--- src/rtl/cont_updown_param.sv ---
// Parametrised up/down sweep counter: bounce (with endpoint dwell), wrap-up, wrap-down and hold.
// Optional synchronous load (ld/ld_val) exists only when the macro CONT_LOAD_EN is defined.
module cont_updown_param #(
    parameter int WIDTH = 4,
    parameter int MIN   = 0,            // 0 <= MIN < MAX
    parameter int MAX   = 2**WIDTH-1,   // MAX <= 2**WIDTH-1
    parameter int STEP  = 1,            // 1 <= STEP <= MAX-MIN
    parameter int DWELL = 1             // 0..255, bounce mode only
) (
    input  logic             clk,
    input  logic             rst,
    input  logic             en,
    input  logic [1:0]       mode,
`ifdef CONT_LOAD_EN
    input  logic             ld,
    input  logic [WIDTH-1:0] ld_val,
`endif
    output logic [WIDTH-1:0] s,
    output logic             dir,
    output logic             at_end,
    output logic             dwelling
);

    typedef enum logic {
        ST_COUNT = 1'b0,
        ST_DWELL = 1'b1
    } state_e;

    typedef enum logic [1:0] {
        M_BOUNCE  = 2'b00,
        M_WRAP_UP = 2'b01,
        M_WRAP_DN = 2'b10,
        M_HOLD    = 2'b11
    } mode_e;

    localparam int W1 = WIDTH + 1;

    // Limits carried one bit wider so overshoot past 2**WIDTH-1 is visible, never aliased.
    localparam logic [WIDTH:0]   MIN_X      = W1'(MIN);
    localparam logic [WIDTH:0]   MAX_X      = W1'(MAX);
    localparam logic [WIDTH:0]   STEP_X     = W1'(STEP);
    localparam logic [WIDTH:0]   LO_REACH_X = W1'(MIN + STEP);
    localparam logic [WIDTH-1:0] MIN_S      = WIDTH'(MIN);
    localparam logic [WIDTH-1:0] MAX_S      = WIDTH'(MAX);
    localparam logic [WIDTH-1:0] STEP_S     = WIDTH'(STEP);
    localparam logic [7:0]       DWELL_C    = 8'(DWELL);
    localparam logic             DWELL_ON   = (DWELL > 0);

    state_e           state_q, state_d;
    logic [7:0]       cnt_q, cnt_d;
    logic [WIDTH-1:0] s_q, s_d;
    logic             dir_q, dir_d;
    logic             at_end_q, at_end_d;
    logic             dwelling_q, dwelling_d;

    mode_e            mode_w;
    logic             load_w;
    logic [WIDTH-1:0] load_s_w;
    logic [WIDTH:0]   s_x;
    logic [WIDTH:0]   up_sum;
    logic [WIDTH-1:0] dn_diff;
    logic             hit_hi;
    logic             hit_lo;
    logic             wrap_over;
    logic             wrap_under;
    logic             dwell_last;

    assign mode_w = mode_e'(mode);

`ifdef CONT_LOAD_EN
    logic [WIDTH:0]   ld_x;
    logic [WIDTH-1:0] ld_hi_clamped;

    assign load_w        = ld;
    assign ld_x          = {1'b0, ld_val};
    assign ld_hi_clamped = (ld_x > MAX_X) ? MAX_S : ld_val;

    if (MIN > 0) begin : g_ld_lo_clamp
        assign load_s_w = (ld_x < MIN_X) ? MIN_S : ld_hi_clamped;
    end else begin : g_ld_no_lo_clamp
        assign load_s_w = ld_hi_clamped;
    end
`else
    assign load_w   = 1'b0;
    assign load_s_w = MIN_S;
`endif

    assign s_x        = {1'b0, s_q};
    assign up_sum     = s_x + STEP_X;
    // Only consumed when s >= MIN+STEP, so the narrow subtraction cannot wrap.
    assign dn_diff    = s_q - STEP_S;
    assign hit_hi     = (up_sum >= MAX_X);
    assign hit_lo     = (s_x <= LO_REACH_X);
    assign wrap_over  = (up_sum > MAX_X);
    assign wrap_under = (s_x < LO_REACH_X);
    assign dwell_last = (cnt_q == 8'd1);

    // NOTE: sequential state uses non-blocking assignments so every register samples the
    // pre-edge values regardless of statement order.
    always_ff @(posedge clk or posedge rst) begin
        if (rst) begin
            state_q    <= ST_COUNT;
            cnt_q      <= '0;
            s_q        <= MIN_S;
            dir_q      <= 1'b0;
            at_end_q   <= 1'b0;
            dwelling_q <= 1'b0;
        end else begin
            state_q    <= state_d;
            cnt_q      <= cnt_d;
            s_q        <= s_d;
            dir_q      <= dir_d;
            at_end_q   <= at_end_d;
            dwelling_q <= dwelling_d;
        end
    end

    // NOTE: every combinational output gets a default first, so no path can infer a latch.
    always_comb begin
        state_d = state_q;
        cnt_d   = cnt_q;
        if (load_w) begin
            state_d = ST_COUNT;
            cnt_d   = '0;
        end else if (en) begin
            case (mode_w)
                M_BOUNCE: begin
                    if (state_q == ST_DWELL) begin
                        cnt_d = cnt_q - 8'd1;
                        if (dwell_last) state_d = ST_COUNT;
                    end else if (DWELL_ON && (dir_q ? hit_lo : hit_hi)) begin
                        state_d = ST_DWELL;
                        cnt_d   = DWELL_C;
                    end
                end
                M_WRAP_UP, M_WRAP_DN: begin
                    state_d = ST_COUNT;
                    cnt_d   = '0;
                end
                default: ;
            endcase
        end
    end

    // Hold mode and en=0 freeze everything except at_end, which only pulses on arrival.
    always_comb begin
        s_d        = s_q;
        dir_d      = dir_q;
        at_end_d   = 1'b0;
        dwelling_d = dwelling_q;
        if (load_w) begin
            s_d        = load_s_w;
            dwelling_d = 1'b0;
        end else if (en) begin
            case (mode_w)
                M_BOUNCE: begin
                    if (state_q == ST_DWELL) begin
                        dwelling_d = 1'b1;
                    end else begin
                        dwelling_d = 1'b0;
                        if (!dir_q) begin
                            if (hit_hi) begin
                                s_d      = MAX_S;
                                at_end_d = 1'b1;
                                dir_d    = 1'b1;
                            end else begin
                                s_d = up_sum[WIDTH-1:0];
                            end
                        end else begin
                            if (hit_lo) begin
                                s_d      = MIN_S;
                                at_end_d = 1'b1;
                                dir_d    = 1'b0;
                            end else begin
                                s_d = dn_diff;
                            end
                        end
                    end
                end
                M_WRAP_UP: begin
                    dwelling_d = 1'b0;
                    dir_d      = 1'b0;
                    s_d        = wrap_over ? MIN_S : up_sum[WIDTH-1:0];
                    at_end_d   = (up_sum == MAX_X);
                end
                M_WRAP_DN: begin
                    dwelling_d = 1'b0;
                    dir_d      = 1'b1;
                    s_d        = wrap_under ? MAX_S : dn_diff;
                    at_end_d   = (s_x == LO_REACH_X);
                end
                default: ;
            endcase
        end
    end

    assign s        = s_q;
    assign dir      = dir_q;
    assign at_end   = at_end_q;
    assign dwelling = dwelling_q;

endmodule

--- config.mk ---
export PLATFORM = sky130hd
export DESIGN_NAME = cont_updown_param
export DESIGN_NICKNAME = d
export VERILOG_FILES = /design/src/rtl/cont_updown_param.sv
export SDC_FILE = /design/constraint.sdc
export NUM_CORES = 1
export LEC_CHECK = 0
export CORE_MARGIN = 8
export CORE_UTILIZATION = 35
export CTS_CLUSTER_SIZE = 14
export DETAILED_ROUTE_END_ITERATION = 12
export GPL_ROUTABILITY_DRIVEN = 0
export GPL_TIMING_DRIVEN = 0
export PLACE_DENSITY = 0.5
export REMOVE_ABC_BUFFERS = 1
export SLEW_MARGIN = 5
export SYNTH_ARGS = -nofsm -noshare
export SYNTH_HDL_FRONTEND = slang
export SYNTH_SLANG_ARGS = --single-unit
--- constraint.sdc ---
create_clock -name clk -period 5.1 [get_ports clk]
set_input_delay 0.51 -clock clk [delete_from_list [all_inputs] [get_ports clk]]
set_output_delay 0.51 -clock clk [all_outputs]
set_load 0.05 [all_outputs]
---- Word level (Yosys, flattened, before mapping) ----
Index checks and enable logic that the tools add are counted.
word-level totals
  logic and storage cells ................. 54
  output and inout bits ................... 7
  bits in registers ....................... 16
  input port bits ......................... 5
cells by class
  eq/ne operators ......................... 7
  add/sub/neg operators ................... 3
  reduce and logical (&&, ||, !) cells .... 7
  mux-type cells .......................... 27
  order comparisons ....................... 4
operator list
  operator                                                                              count
  4-bit two-way mux                                                                     6
  8-bit two-way mux                                                                     2
  8-bit case mux with 2 select lines                                                    1
  1-bit two-way mux                                                                     13
  4-bit case mux with 3 select lines                                                    1
  8-bit by 1-bit == test with 1-bit output (second input constant)                      1
  8-bit by 1-bit subtractor with 8-bit output (second input constant)                   1
  1-bit case mux with 3 select lines                                                    2
  3-bit AND reduction                                                                   2
  4-bit by 1-bit adder with 5-bit output (second input constant)                        1
  5-bit by 4-bit == test with 1-bit output (second input constant)                      1
  5-bit by 4-bit greater-or-equal comparator with 1-bit output (second input constant)  1
  5-bit by 4-bit > comparator with 1-bit output (second input constant)                 1
  4-bit by 1-bit == test with 1-bit output (second input constant)                      1
  4-bit by 1-bit less-or-equal comparator with 1-bit output (second input constant)     1
  4-bit by 1-bit less-than comparator with 1-bit output (second input constant)         1
  1-bit case mux with 2 select lines                                                    2
  4-bit by 1-bit subtractor with 4-bit output (second input constant)                   1
  3-bit inequality test (second input constant)                                         1
  3-bit nonzero test                                                                    1
  2-bit by 1-bit == test with 1-bit output (second input constant)                      1
  2-bit == test (second input constant)                                                 1
  2-bit logical NOT                                                                     1
  2-bit inequality test (second input constant)                                         1
  other kinds (3)                                                                       3

---- Longest topological paths before layout ----
  depth in word-level cells ............... 7
  depth in mapped cells ................... 9
  mapped depth without buffers ............ 7

---- Worst setup path before layout ----
No wires, ideal clock.
  path kind ............................... reg-to-reg
  start ................................... register s_q[0], in the netlist s[0]
  end ..................................... register cnt_q[0]
  buffers on the path ..................... 2
  library setup time ...................... 0.125 ns
  slack ................................... 2.439 ns
  clock period less this slack ............ 2.661 ns
  data arrival time ....................... 2.536 ns
  required time ........................... 4.975 ns
  stages on the path, launching flop included .. 10
  cells stage by stage .................... dfrtp_1 > buf_2 > inv_1 > ha_1 > nor2b_1 > o21a_1 > or3_1 > o21ba_1 > buf_6 > mux2_4
between the ends
  longest elaborated chain between the ends .. 5
  elaborated cells between the ends (all ways) .. 6
  classes of those cells .................. add/sub: 1; order compare: 2; eq/ne: 1; mux: 1; reduce/logical: 1
RTL lines
  what                                                          RTL line  source
  from (decl)                                                   51        logic [WIDTH-1:0] s_q, s_d;
  from (signal assigned)                                        104       s_q <= MIN_S;
  from (signal assigned)                                        111       s_q <= s_d;
  4-bit by 1-bit adder with 5-bit output                        89        assign up_sum = s_x + STEP_X;
  5-bit by 4-bit greater-or-equal comparator with 1-bit output  92        assign hit_hi = (up_sum >= MAX_X);
  1-bit two-way mux *                                           131       end else if (DWELL_ON && (dir_q ? hit_lo : hit_hi)) begin
  3-bit inequality test (no line) *                             -
  3-bit AND reduction (no line) *                               -
  to (signal assigned)                                          110       cnt_q <= cnt_d;
  to (decl)                                                     50        logic [7:0] cnt_q, cnt_d;
Every way passes the cells marked *; elsewhere a longest branch is shown, timed or not.
A chain may end at the register's enable or synchronous reset.

---- Worst setup path after layout ----
  start ................................... input mode[0]
  end ..................................... register cnt_q[0]
between the ends
  longest elaborated chain between the ends .. 4
  elaborated cells between the ends (all ways) .. 8
  classes of those cells .................. eq/ne: 3; mux: 1; reduce/logical: 4
RTL lines
  what                                                                       RTL line  source
  from (decl)                                                                13        input logic [1:0] mode,
  2-bit by 1-bit == test with 1-bit output or 2-bit == test (tied branches)  126       case (mode_w)
  2-bit OR reduction (no line)                                               -
  2-bit nonzero test (no line)                                               -
  3-bit AND reduction (no line)                                              -
Parallel ways exist; a longest one is shown, timed or not.

==> metrics.txt <==
outcome complete, no violations; Seq/Total Area, Yosys between 20 and 30%; Pwr Density 603 mW/mm^2; hold_buf cts 0; yosys warns 0; max incr delay on CP ~560 ps; postcts setup bufs 0; Placement Setup Slack between 2000 and 2500 ps; via count approximately 1,300; Sink Count 16; combinational fraction of design power a little under three fifths; maximum number of pins on one net before global-route repair 21; drt wl/cell roughly 16 um; Bufs and invs on worst path 2; Post-synth ARST share 100%; diode count 0; Synth Area in Simple Gates between 20% and 30%; clk buf depth 2; Slew Viols, Final 0; post-synthesis xor/xnor area fraction less than 1%; critical path startpoint category input port; Resize count post-CTS 0; Fin Setup TNS 0 ps; switching share of total power roughly half; Post-Syn Area approximately 0.0014 sq mm; post-synthesis compound-gate area fraction roughly 30%; Hold Crit Class reg -> reg; Period Utilization, post-route 52.5%; first-pass GRT wire length around 5.8 mm; CTS root buf clkbuf_8; Rel. slew slack about three fifths; Initial Util between 30 and 40%; Final Hold Viols 0; clk slew on worst S/H paths 60 ps; Sequential Power Share between 30% and 40%; Critical Path AT approximately 2800 ps; critical path's slowest cell ha_1; Top delay family on crit path compound AO/OA/AOI/OAI gates; Synth cell types 46; final setup violation count 0; Area Overhead vs Synth 12.7%; Worst Setup Path Type in -> reg; DR DRC count 0; RSZ-0062 raised after global routing no; mux share of post-synthesis cell area under 10%; clock network power share around an eighth; final worst slack approximately 2400 ps; P_sw about 0.47 mW; Crit path required time 5230 ps; Ports 12; Core ar. around 0.0037 sq mm; Slew @ Worst Pin between 600 and 700 ps; gr usage total between 10% and 20%; Synth Area in Adders a little under a tenth; Die X a little under 80 um; critical-path maximum fanout 13; sequence of cells on the critical path clkdlybuf4s50_1, inv_1, ha_1, o21a_1, o21ai_0, o21ba_1, mux2_4; Mean Syn Cell Area approximately 8 sq um; vias per cell between 5 and 6; largest family of logic cells by synthesized area compound AO/OA/AOI/OAI gates; Setup crit end kind flop; Fmax achieved between 300 and 400 MHz; IO buf count 11; Routed WL between 3 and 4 mm; Die H 78.6 um; DRT antenna net count 0; Primary FF master, synth dfrtp_1; Initial DRC Count ~70; initial antenna violation count 0; Yosys reg bits 16; Pre-antenna DRT Iters 4; Post-synth EDFFs 0; worst-skew pair later-pin latency roughly 240 ps; internal power between 0.4 and 0.5 mW; Synth Instances around 170; CTS Buf Count 3; die area roughly 0.0062 sq mm; total gr overflow 0; vias in the first global route 1,258; H-tree depth 1; Leak between 0.6 and 0.7 nW; Detailed Place HPWL 2.63 mm; CTS tree built; share of layout cells above drive strength 1 under 10%; Tmin final 2680 ps; total of max-cap violations 0; Peak VDD IR between 0.0002 and 0.0003 V; Nets roughly 190; Worst Skew ~1.1 ps; # rows 22
==> cells in the mapped netlist, types with 4 or more instances <==
library cell	instances	share of area, %
o21ai_0	12	4.4
o21a_1	4	2.2
nand2_1	13	3.6
ha_1	10	9.1
a31oi_1	4	1.8
nor2_1	9	2.5
nor3_1	7	2.6
nand2b_1	4	1.8
clkbuf_1	5	1.4
nor2b_1	4	1.8
o22ai_1	5	2.3
a21oi_1	13	4.7
inv_1	17	4.6
nand3_1	4	1.5
dfrtp_1	16	29
==> registers in the layout, indices dropped and copies added, names as in the netlist <==
register and flops:
cnt_q 8, s 4, at_end 1, dir 1, dwelling 1, state_q 1
==> power groups by stage <==
stage | combinational, mW | sequential [mW] | clock (mW)
2_1_floorplan | 0.339 | 0.327 | 0
3_5_place_dp | 0.534 | 0.288 | 0
3_3_place_gp | 0.522 | 0.285 | 0
6_report | 0.536 | 0.286 | 0.111
5_1_grt | 0.591 | 0.300 | 0.121
4_1_cts | 0.537 | 0.285 | 0.114
==> layer usage <==
metal  track usage [%]  up-vias  part of all wire, %
met3              1.82        2                  3.9
li1                  -      642                    -
met2              19.9       27                   49
met5                 0        -                    0
met1              13.2      623                   46
met4              3.89        0                 0.97
==> final timing paths <==
| check | to | from | slack, ps | depth (start not counted) |
|---|---|---|---|---|
| setup / recovery | cnt_q[0]$_DFFE_PP0P_ | mode[0] | 2420 | 7 |
| hold / removal | dwelling$_DFFE_PP0P_ | dwelling$_DFFE_PP0P_ | 490 | 2 |
| setup reg to reg | cnt_q[0]$_DFFE_PP0P_ | s[1]$_DFFE_PP0P_ | 2500 | 7 |
| hold reg to reg | dwelling$_DFFE_PP0P_ | dwelling$_DFFE_PP0P_ | 490 | 2 |
| max in group asynchronous | s[1]$_DFFE_PP0P_ | rst | 4070 | 2 |
| min in group asynchronous | cnt_q[4]$_DFFE_PP0P_ | rst | 640 | 2 |
==> logic make-up (layout without fill, tap and decap cells) <==
group / Yosys count / count (layout)
AOI/OAI and AO/OA: 63 / 63
xor gates and xnor gates: 1 / 1
adders and majority gates: 10 / 10
buffers and inverters: 26 / 32
DFF: 16 / 16
muxes: 2 / 2
and+or+nand+nor: 54 / 54
==> cell usage in the layout (no fill, tap or decap), types with 3 or more instances in the layout <==
cell	synthesis	layout
nor4_1	3	3
dfrtp_1	16	16
or3_1	3	3
o21a_1	4	4
clkdlybuf4s50_1	0	11
nor3_1	7	7
clkbuf_8	0	4
a31oi_1	4	4
nand2_1	13	13
nor2b_1	4	4
nand2b_1	4	4
o22ai_1	5	5
ha_1	10	10
nor2_1	9	9
a21oi_1	13	13
o21ai_0	12	12
inv_1	17	17
nand3_1	4	4
==> layout make-up <==
| class | count | area, sq um |
|---|---|---|
| Timing Repair Buffer | 11 | 110 |
| Multi-Input combinational cell | 130 | 857 |
| Tap cell | 48 | 60.1 |
| Inverter | 17 | 63.8 |
| Clock buffer | 4 | 55.1 |
| Sequential cell | 16 | 400 |
| Fill cell | 406 | 2170 |
==> worst reg2reg max path, delay by kind of cell (launching register included) <==
kind / cells / cell delay [ps]
compound gates: 3 / 1010
fa+ha+maj: 1 / 310
buf+inv: 1 / 180
flops: 1 / 540
mux: 1 / 340
simple gates: 1 / 100
==> metrics by stage <==
stage / total power [mW] / area (sq um) / instances / utilization (%) / hold slack [ps]
after detailed placement: 0.822 / 1490 / 222 / 40.1 / 478
final: 0.933 / 1550 / 226 / 41.6 / 488
after floorplan: 0.666 / 1320 / 163 / - / 424
after global placement: 0.807 / 1490 / 222 / 40.1 / 468
after global routing: 1.01 / 1550 / 226 / 41.6 / 528
after CTS: 0.936 / 1550 / 226 / 41.6 / 498
No activity file was read; power rests on OpenSTA's default activity.
